$ cat src/rtl/mem_ctrl_requester.sv
// mem_ctrl_requester: initiator side of the mem/rw/burst memory-controller
// handshake. One command in flight at a time; every output is a flop.
//
// state   | meaning
// --------+----------------------------------------------------------
// S_IDLE  | ready for a command; stray oe/we flags err
// S_REQ   | one-cycle mem pulse with direction, burst held low
// S_RDATA | waiting for oe beats (1 or 4), burst held from the command
// S_WDATA | addr/wdata presented, waiting for a single we
module mem_ctrl_requester #(
    parameter int AW      = 8,
    parameter int DW      = 8,
    parameter int TIMEOUT = 15
) (
    input  logic          i_clk,
    input  logic          i_reset,
    input  logic          i_cmd_valid,
    output logic          o_cmd_ready,
    input  logic          i_cmd_rw,
    input  logic          i_cmd_burst,
    input  logic [AW-1:0] i_cmd_addr,
    input  logic [DW-1:0] i_cmd_wdata,
    output logic          o_mem,
    output logic          o_rw,
    output logic          o_burst,
    input  logic          i_oe,
    input  logic          i_we,
    output logic [AW-1:0] o_addr,
    output logic [DW-1:0] o_wdata,
    input  logic [DW-1:0] i_rdata,
    output logic          o_rsp_valid,
    output logic [DW-1:0] o_rsp_data,
    output logic          o_rsp_last,
    output logic          o_busy,
    output logic          o_err
);

    localparam int TW = 8;
    localparam logic [TW-1:0] TIMER_LOAD = TW'(TIMEOUT);

    typedef enum logic [1:0] {
        S_IDLE  = 2'd0,
        S_REQ   = 2'd1,
        S_RDATA = 2'd2,
        S_WDATA = 2'd3
    } state_t;

    state_t        r_state;
    state_t        w_state_nxt;

    logic          r_rw;
    logic          r_burst;
    logic [AW-1:0] r_addr;
    logic [DW-1:0] r_wdata;
    logic [2:0]    r_beats;
    logic [TW-1:0] r_timer;
    logic [DW-1:0] r_rsp_data;

    logic          w_rw_nxt;
    logic          w_burst_nxt;
    logic [AW-1:0] w_addr_nxt;
    logic [DW-1:0] w_wdata_nxt;
    logic [2:0]    w_beats_nxt;
    logic [TW-1:0] w_timer_nxt;
    logic [DW-1:0] w_rsp_data_nxt;
    logic          w_rsp_valid_nxt;
    logic          w_rsp_last_nxt;
    logic          w_err_nxt;
    logic          w_handshake;

    assign w_handshake = i_cmd_valid & o_cmd_ready;
    assign o_addr      = r_addr;
    assign o_wdata     = r_wdata;
    assign o_rsp_data  = r_rsp_data;

    // State register.
    always_ff @(posedge i_clk or negedge i_reset) begin
        if (!i_reset) begin
            r_state <= S_IDLE;
        end else begin
            r_state <= w_state_nxt;
        end
    end

    // Next-state and next-output decode. The timer is a down-counter reloaded
    // on every accepted strobe; hitting 1 on a strobe-less cycle is the
    // TIMEOUT-th idle cycle and ends the transaction.
    always_comb begin
        w_state_nxt     = r_state;
        w_rw_nxt        = r_rw;
        w_burst_nxt     = r_burst;
        w_addr_nxt      = r_addr;
        w_wdata_nxt     = r_wdata;
        w_beats_nxt     = r_beats;
        w_timer_nxt     = r_timer;
        w_rsp_data_nxt  = r_rsp_data;
        w_rsp_valid_nxt = 1'b0;
        w_rsp_last_nxt  = 1'b0;
        w_err_nxt       = 1'b0;

        case (r_state)
            S_IDLE: begin
                if (i_oe || i_we) begin
                    w_err_nxt = 1'b1;
                end else if (w_handshake) begin
                    w_rw_nxt    = i_cmd_rw;
                    w_burst_nxt = i_cmd_burst & i_cmd_rw;
                    w_addr_nxt  = i_cmd_addr;
                    w_wdata_nxt = i_cmd_wdata;
                    w_beats_nxt = (i_cmd_burst & i_cmd_rw) ? 3'd4 : 3'd1;
                    w_timer_nxt = TIMER_LOAD;
                    w_state_nxt = S_REQ;
                end
            end

            S_REQ: begin
                if (i_oe || i_we) begin
                    w_err_nxt   = 1'b1;
                    w_beats_nxt = 3'd0;
                    w_state_nxt = S_IDLE;
                end else begin
                    w_timer_nxt = TIMER_LOAD;
                    w_state_nxt = r_rw ? S_RDATA : S_WDATA;
                end
            end

            S_RDATA: begin
                if (i_we) begin
                    w_err_nxt   = 1'b1;
                    w_beats_nxt = 3'd0;
                    w_state_nxt = S_IDLE;
                end else if (i_oe) begin
                    w_rsp_data_nxt  = i_rdata;
                    w_rsp_valid_nxt = 1'b1;
                    w_addr_nxt      = r_addr + AW'(1);
                    w_beats_nxt     = r_beats - 3'd1;
                    w_timer_nxt     = TIMER_LOAD;
                    if (r_beats == 3'd1) begin
                        w_rsp_last_nxt = 1'b1;
                        w_state_nxt    = S_IDLE;
                    end
                end else if (r_timer == TW'(1)) begin
                    w_err_nxt   = 1'b1;
                    w_beats_nxt = 3'd0;
                    w_state_nxt = S_IDLE;
                end else begin
                    w_timer_nxt = r_timer - TW'(1);
                end
            end

            S_WDATA: begin
                if (i_oe) begin
                    w_err_nxt   = 1'b1;
                    w_beats_nxt = 3'd0;
                    w_state_nxt = S_IDLE;
                end else if (i_we) begin
                    w_rsp_valid_nxt = 1'b1;
                    w_rsp_last_nxt  = 1'b1;
                    w_beats_nxt     = 3'd0;
                    w_state_nxt     = S_IDLE;
                end else if (r_timer == TW'(1)) begin
                    w_err_nxt   = 1'b1;
                    w_beats_nxt = 3'd0;
                    w_state_nxt = S_IDLE;
                end else begin
                    w_timer_nxt = r_timer - TW'(1);
                end
            end

            default: begin
                w_state_nxt = S_IDLE;
            end
        endcase
    end

    // Datapath and registered outputs; controller-facing strobes are decoded
    // from the next state so they line up with the state they describe.
    always_ff @(posedge i_clk or negedge i_reset) begin
        if (!i_reset) begin
            r_rw        <= 1'b0;
            r_burst     <= 1'b0;
            r_addr      <= '0;
            r_wdata     <= '0;
            r_beats     <= 3'd0;
            r_timer     <= '0;
            r_rsp_data  <= '0;
            o_rsp_valid <= 1'b0;
            o_rsp_last  <= 1'b0;
            o_err       <= 1'b0;
            o_mem       <= 1'b0;
            o_rw        <= 1'b0;
            o_burst     <= 1'b0;
            o_cmd_ready <= 1'b1;
            o_busy      <= 1'b0;
        end else begin
            r_rw        <= w_rw_nxt;
            r_burst     <= w_burst_nxt;
            r_addr      <= w_addr_nxt;
            r_wdata     <= w_wdata_nxt;
            r_beats     <= w_beats_nxt;
            r_timer     <= w_timer_nxt;
            r_rsp_data  <= w_rsp_data_nxt;
            o_rsp_valid <= w_rsp_valid_nxt;
            o_rsp_last  <= w_rsp_last_nxt;
            o_err       <= w_err_nxt;
            o_mem       <= (w_state_nxt == S_REQ);
            o_rw        <= (w_state_nxt != S_IDLE) & w_rw_nxt;
            o_burst     <= (w_state_nxt == S_RDATA) & w_burst_nxt;
            o_cmd_ready <= (w_state_nxt == S_IDLE);
            o_busy      <= (w_state_nxt != S_IDLE);
        end
    end

endmodule
$ cat config.mk
export PLATFORM = sky130hd
export DESIGN_NAME = mem_ctrl_requester
export DESIGN_NICKNAME = d
export VERILOG_FILES = /design/src/rtl/mem_ctrl_requester.sv
export SDC_FILE = /design/constraint.sdc
export NUM_CORES = 1
export LEC_CHECK = 0
export CORE_UTILIZATION = 35
export CTS_BUF_LIST = sky130_fd_sc_hd__clkbuf_8
export CTS_CLUSTER_SIZE = 40
export DETAILED_ROUTE_END_ITERATION = 12
export DONT_BUFFER_PORTS = 1
export MAX_ROUTING_LAYER = met4
export PLACE_DENSITY_LB_ADDON = 0.15
export SLEW_MARGIN = 20
export SYNTH_ARGS = -nofsm -noshare
export SYNTH_HDL_FRONTEND = slang
export SYNTH_SLANG_ARGS = --single-unit
$ cat constraint.sdc
create_clock -name i_clk -period 3 [get_ports i_clk]
set_input_delay 0.3 -clock i_clk [delete_from_list [all_inputs] [get_ports i_clk]]
set_output_delay 0.3 -clock i_clk [all_outputs]
set_load 0.03 [all_outputs]
# Word-level counts from Yosys, hierarchy flattened
# Index checks and enable logic that the tools add are counted.
# word_totals
register_bits,47
in_bits,31
out_inout_bits,32
wordCells,108
# op_classes
add_sub_neg,3
eq_ne,15
muxes,57
bitwise,6
reduce_logical,11
# ops
cell,count
$mux W8,12
$pmux W8 S4,1
$mux W3,9
$mux W1,20
$mux W2,9
$ne A2 B2 Y1 const B,8
$pmux W8 S2,1
$pmux W3 S4,1
$reduce_and A3 Y1,3
$add A8 B1 Y8 const B,1
$eq A8 B1 Y1 const B,1
$pmux W2 S4,1
$sub A8 B1 Y8 const B,1
$eq A2 B2 Y1 const B,3
$reduce_and A6 Y1,1
$reduce_and A5 Y1,1
$and A1 B1 Y1,4
$eq A2 B1 Y1 const B,2
$logic_not A2 Y1,2
$pmux W1 S2,2
$reduce_bool A2 Y1,2
$eq A3 B1 Y1 const B,1
$pmux W1 S3,1
$sub A3 B1 Y3 const B,1
3 further kinds,4

# Depth between registers and ports, before layout
# Gate-level depths: netlist of run 1.
# depth
depth_word,7
depth_mapped,7

# Worst setup path before layout of run 1
# Ideal clock, no wire load.
# synth_path
path_type,register -> register
start,reg r_timer[1]
end,reg r_timer[2]
setup_ns,0.121
arrival_ns,1.522
required_ns,2.879
path_slack_ns,1.357
stages_incl_launch_ff,7
cell_sequence,dfrtp_1 > inv_1 > ha_1 > nor4b_4 > nand2_2 > a31o_1 > a22o_2
# synth_via
elab_chain_cells,5
# synth_rtl
item,line,source
"start, declared",56,logic [TW-1:0] r_timer;
"start signal, assigned",201,r_timer <= w_timer_nxt;
$sub A8 B1 Y8 / $eq A8 B1 Y1 (equally long branches),-,
$mux W8 (*),"142, 161",
"$mux W8, on equally long branches","156, 132",
"$mux W8, on equally long branches","152, 128",
$pmux W8 S4 (*),101,case (r_state)
# Every way passes the cells marked *; elsewhere a longest branch is shown, timed or not. The select of a mux whose other input is x is not followed.
# A chain may end at the register's enable or synchronous reset.

# Worst setup path after layout of run 1
# layout_path
start,reg r_state[1]
end,reg o_burst
# layout_rtl
item,line,source
"start, declared",48,state_t r_state;
"start signal, assigned",81,r_state <= w_state_nxt;
$eq A2 B2 Y1 (tied with other cells),101,
$pmux W2 S4 (*),101,
net w_state_nxt[0],49,state_t w_state_nxt;
$eq A2 B2 Y1 (*),208,o_burst <= (w_state_nxt == S_RDATA) & w_burst_nxt;
$and A1 B1 Y1 (*),208,
"end signal, assigned",208,
"end, declared",25,"output logic o_burst,"
# Mark *: on every way through the listed nets, which the timed path passes. The rest lies on a longest branch.

==> flow_metrics.tcl, run 1 <==
set metrics [dict create \
    final_nets 291 \
    worst_hold_path_type "in2reg" \
    synth.top_cell.area_share_pct 48.57 \
    critPathMaxFanout 17 \
    final.period_utilization_pct 70.15 \
    cts.htree.levels 2 \
    seq_area_um2 1177 \
    design.core.area_um2 6459 \
    transition_time_at_the_pin_with_the_least_slew_margin_ns 0.6337 \
    clock-root-buffer "sky130_fd_sc_hd__clkbuf_8" \
    finalWirelength_mm 5.145 \
    dpl_worst_slack_ns 0.8861 \
    timing_worst_setup_path_type "reg2reg" \
    grt_antenna_before_repair 0 \
    final_layout_size_suffix_gt1_share_pct 10.94 \
    synth.yosys.seq_area_share_pct 49.68 \
    synth.most_common_cell "sky130_fd_sc_hd__nand2_1" \
    place.port_buffers 0 \
    io_pins 63 \
    top_ff_cell_synth "sky130_fd_sc_hd__dfrtp_1" \
    drt.antenna.violating_nets 0 \
    drt_pre_antenna_iters 4 \
    synthDominantAreaCellType "sky130_fd_sc_hd__dfrtp_1" \
    synth_common_cells "67 x sky130_fd_sc_hd__nand2_1, 46 x sky130_fd_sc_hd__dfrtp_1, 15 x sky130_fd_sc_hd__a21oi_1" \
    post_drt_via_cell_ratio 5.303 \
    finish.instance_area_um2 2550 \
    area.growth.synth_to_final_pct 7.603 \
    cts_tree "yes" \
    numClockSinks 47 \
    synth_top_cells_by_area "sky130_fd_sc_hd__dfrtp_1 49%, sky130_fd_sc_hd__nand2_1 11%, sky130_fd_sc_hd__a21oi_1 3.2%" \
    synth_cell_types 58 \
    maxSlewHeadroom_pct 57.68 \
    postLayoutSetupSlackWorst_ns 0.8955 \
    avgRoutedWirePerCell_um 15.45 \
    fmaxAchievable_ghz 0.4752 \
    clock_skew_ns 0.008618 \
    synth.ff_latch_count 47 \
    dpl.hpwl_mm 3.648 \
    grt_setup_unrepaired "no" \
    critical_path_startpoint_category "register" \
    final_hold_viol_count 0 \
    synth_edf_count 0 \
    synth.avg_cell_area_um2 9.293 \
    finalCoreUtilization_pct 39.48 \
    syn-instance-count 255 \
    fillers 648 \
    globalplace.congestion 0.7884 \
    multi_input_area_um2 1090 \
    setup.worst_path.end_class "register" \
    final-setup-viol-count 0 \
    rows 29 \
    number_of_nets_produced_by_synthesis 291 \
    dpl_cell_area_um2 2420 \
    yosys_warnings 0 \
    worst-endpoint-arrival_ns 2.33 \
    die_x_um 84.29 \
    first_global_vias 1664 \
    drt_first_iter_violations 74 \
    cp_data_required_time_ns 3.23 \
    async_flop_share_pct 100.0 \
    max_cap_viol_count 0 \
    fin_crit_ns 2.105 \
    insertion_delay_ns 0.30 \
    grt_start_max_net_pins 48 \
    cts-hold-fix-buffers 2 \
    max-vdd-ir-drop_mv 0.3937 \
    worst_hold_margin_ns 0.09567 \
    clock_path_buffers 2 \
    tns_ns 0 \
    mappedNetlistArea_um2 2370 \
    n_antenna_cell 0 \
    start_util_pct 36.69 \
    fp.dieH_um 84.29 \
    final_max_slew_viol_count 0 \
    tritoncts.num_buffers 5 \
    pwr_density_cell_nw_per_um2 759.1 \
    path_clk_slew_ns 0.10 \
    power.leakage_nw 1.178 \
    global_route_wire_length_before_repair_mm 8.424 \
    full_die_area_um2 7104 \
    status "completed" \
    post_cts_buffers 0 \
    grt.total_usage_pct 15.58 \
    post-route-drc-count 0 \
    dr_total_vias 1766 \
    grt.overflow.total 0 \
    postCtsResizedCells 0 \
]
## cells by family (layout without fill, tap and decap cells)
logic type      Yosys count  after routing  share of synthesized area, %
compound gates           59             59                         17.64
xor+xnor                  1              1                        0.3697
fa+ha+maj                 5              5                         2.640
buf+inv                  23             24                         4.329
flops                    47             47                         49.68
mux                       3              3                         1.320
simple gates            117            117                         24.02
## report_power, final
group          switching (mW)  internal [mW]
Combinational           0.181          0.157
Sequential              0.414          0.784
Clock                   0.233          0.167
## placed cells by master (no fill, tap or decap), types with 2 or more instances in the layout
cell,count
sky130_fd_sc_hd__nor3_1,5
sky130_fd_sc_hd__a21oi_1,15
sky130_fd_sc_hd__a21boi_0,2
sky130_fd_sc_hd__nor2_1,9
sky130_fd_sc_hd__o22ai_1,4
sky130_fd_sc_hd__and3_1,3
sky130_fd_sc_hd__nand2b_1,3
sky130_fd_sc_hd__mux2i_1,2
sky130_fd_sc_hd__dfrtp_1,46
sky130_fd_sc_hd__nand3_1,10
sky130_fd_sc_hd__o21ai_1,2
sky130_fd_sc_hd__ha_1,5
sky130_fd_sc_hd__inv_1,12
sky130_fd_sc_hd__a22o_1,3
sky130_fd_sc_hd__and2_2,2
sky130_fd_sc_hd__nand2_1,67
sky130_fd_sc_hd__o21ai_0,8
sky130_fd_sc_hd__o21a_1,3
sky130_fd_sc_hd__a211oi_1,2
sky130_fd_sc_hd__a2bb2oi_1,3
sky130_fd_sc_hd__a211oi_2,2
sky130_fd_sc_hd__a31oi_1,3
sky130_fd_sc_hd__and2_1,2
sky130_fd_sc_hd__clkinvlp_4,2
sky130_fd_sc_hd__clkbuf_8,5
## state kept, by name (all words and copies together), names as in the netlist
signal and count:
o_addr 8, o_rsp_data 8, o_wdata 8, r_timer 8
r_beats 3, r_state 2, o_burst 1, o_busy 1
o_cmd_ready 1, o_err 1, o_mem 1, o_rsp_last 1
o_rsp_valid 1, o_rw 1, r_burst 1, r_rw 1
## final timing paths
path                                     start           to  slack, ns  cells after the start
worst max register to register      r_state[1]      o_burst       0.90                      6
max in group asynchronous              i_reset  o_cmd_ready       2.24                      2
min in group asynchronous              i_reset      o_burst       0.50                      2
worst min register to register      r_beats[1]   r_beats[1]       0.50                      1
worst min-delay path            i_cmd_wdata[0]   o_wdata[0]        0.1                      2
worst max-delay path                r_state[1]      o_burst       0.90                      6
## cell type report
type,instances,area share (%)
inverter,13,1.914
multi-input combinational,185,42.74
clock buffer,5,2.699
tap,77,3.778
timing repair buffer,3,1.766
sequential,47,46.17
clock inverter,3,0.9323
## stage by stage
stage / std cells / total power [mW]
detailed placement: 323 / 1.536
global route: 333 / 2.058
finish: 333 / 1.936
floorplan: 255 / 1.449
global placement: 323 / 1.532
CTS: 333 / 1.962
## metal layers
metal  up-vias  GRT usage, %  share of wire [%]
li1        882             -                  -
met1       834         20.69                 47
met2        48         23.92                 47
met3         2         3.638                5.2
met4         0         4.232               0.56
met5         -             -                  0
## worst max-delay path, cell delays in order, from the launching register on
cell and delay, ns:
sky130_fd_sc_hd__dfrtp_1 0.63, sky130_fd_sc_hd__and4bb_2 0.31, sky130_fd_sc_hd__nand2_1 0.30, sky130_fd_sc_hd__inv_1 0.27, sky130_fd_sc_hd__a41oi_2 0.31, sky130_fd_sc_hd__inv_2 0.07
sky130_fd_sc_hd__a211oi_2 0.14
(Power assumes the default switching activity.)
==> run 2: changes to the inputs <==
Clock period 3 ns to 1.7 ns, I/O delays scaled along.
==> flow_metrics.tcl, run 2 (synthesis results as in run 1) <==
set metrics [dict create \
    final_max_slew_viol_count 0 \
    commonest_non_fill_non_tap_cell_in_the_layout "sky130_fd_sc_hd__nand2_1" \
    max_cap_viol_count 0 \
    area.growth.synth_to_final_pct 25.82 \
    clock_path_buffers 2 \
    worst_hold_path_type "in2reg" \
    fillers 645 \
    cts.htree.levels 2 \
    seq_area_um2 1179 \
    die_x_um 84.29 \
    global_route_wire_length_before_repair_mm 9.404 \
    fmaxAchievable_ghz 0.6016 \
    drt.antenna.violating_nets 0 \
    start_util_pct 36.69 \
    critical_path_startpoint_category "register" \
    final_hold_viol_count 0 \
    globalplace.congestion 0.8256 \
    post_drt_via_cell_ratio 5.201 \
    final-setup-viol-count 0 \
    place.port_buffers 0 \
    multi_input_area_um2 1130 \
    tns_ns 0 \
    dpl_worst_slack_ns 0.02574 \
    post-route-drc-count 0 \
    cp_data_required_time_ns 1.90 \
    grt_setup_unrepaired "yes" \
    cts_tree "yes" \
    path_clk_slew_ns 0.09 \
    worst-endpoint-arrival_ns 1.86 \
    dr_total_vias 1940 \
    power_mw 3.896 \
    finalWirelength_mm 5.628 \
    dpl.hpwl_mm 3.851 \
    setup.worst_path.end_class "register" \
    fin_crit_ns 1.662 \
    timing_worst_setup_path_type "reg2reg" \
    max-vdd-ir-drop_mv 0.7009 \
    postLayoutSetupSlackWorst_ns 0.03778 \
    clock-root-buffer "sky130_fd_sc_hd__clkbuf_8" \
    final_nets 331 \
    numClockSinks 47 \
    final.period_utilization_pct 97.78 \
    pwr_density_cell_nw_per_um2 1307 \
    rows 29 \
    full_die_area_um2 7104 \
    most-common-layout-cells "67 x sky130_fd_sc_hd__nand2_1, 45 x sky130_fd_sc_hd__dfrtp_1, 23 x sky130_fd_sc_hd__buf_4" \
    critPathMaxFanout 4 \
    insertion_delay_ns 0.30 \
    power.leakage_nw 1.386 \
    first_global_vias 1955 \
    maxSlewHeadroom_pct 66.60 \
    grt_start_max_net_pins 48 \
    drt_first_iter_violations 78 \
    io_pins 63 \
    grt_antenna_before_repair 0 \
    design.core.area_um2 6459 \
    final_layout_size_suffix_gt1_share_pct 19.93 \
    n_antenna_cell 0 \
    tritoncts.num_buffers 5 \
    avgRoutedWirePerCell_um 15.09 \
    clock_skew_ns 0.008033 \
    fp.dieH_um 84.29 \
    grt.total_usage_pct 17.24 \
    status "completed" \
    grt.overflow.total 0 \
    drt_pre_antenna_iters 4 \
    transition_time_at_the_pin_with_the_least_slew_margin_ns 0.4976 \
]
[run 2: area by class of cell]
cell class,count,share of cell area (%)
flip-flops and latches,47,39.53
multi-input cells,185,37.89
repair buffers,43,13.13
well taps,77,3.231
clock buffers,5,2.308
clock inverters,3,2.266
inverters,13,1.637
[run 2: per-layer routing]
metal / routed length [um] / vias up / global-route usage [%]
li1: - / 962 / -
met1: 2602 / 923 / 21.49
met5: 0 / - / -
met2: 2716 / 48 / 27.50
met4: 85 / 0 / 6.426
met3: 224 / 7 / 3.835
[run 2: final timing paths]
path	startpoint	endpoint	slack, ns	cells past startpoint
max in group asynchronous	i_reset	o_cmd_ready	1.07	2
min reg2reg	r_beats[1]	r_beats[1]	0.49	1
min in group asynchronous	i_reset	r_timer[2]	0.37	2
max reg2reg	r_timer[0]	r_timer[6]	0.04	6
max	r_timer[0]	r_timer[6]	0.04	6
min	i_cmd_rw	r_rw	0.03	1
[run 2: through the flow]
stage,utilization (%),cell area [um2],std cells,hold slack (ns)
finish,46.16,2982,373,0.03171
global route,46.16,2982,373,0.02520
CTS,45.35,2929,372,0.02277
detailed placement,40.02,2585,345,-0.1240
global placement,40.02,2585,345,-0.1240
floorplan,-,2370,255,-0.1256
[run 2: critical path, cell delays in order, from the launching register on]
cell and delay [ns]:
sky130_fd_sc_hd__dfrtp_1 0.42, sky130_fd_sc_hd__inv_2 0.08, sky130_fd_sc_hd__ha_2 0.19, sky130_fd_sc_hd__or3b_2 0.47, sky130_fd_sc_hd__nor3_2 0.11, sky130_fd_sc_hd__o21ai_0 0.09, sky130_fd_sc_hd__a22o_1 0.20
[run 2: repair_timing]
| item | in CTS | in global routing |
|---|---|---|
| hold buffers | 19 | 0 |
| setup endpoints to repair | 0 | 15 |
| hold endpoints to repair | 64 | 0 |
| buffers inserted | 0 | 1 |
| gates resized for setup | 0 | 13 |
[run 2: where the power goes]
group	switching, mW	internal, mW
Clock	0.394	0.587
Combinational	0.582	0.432
Sequential	0.514	1.39
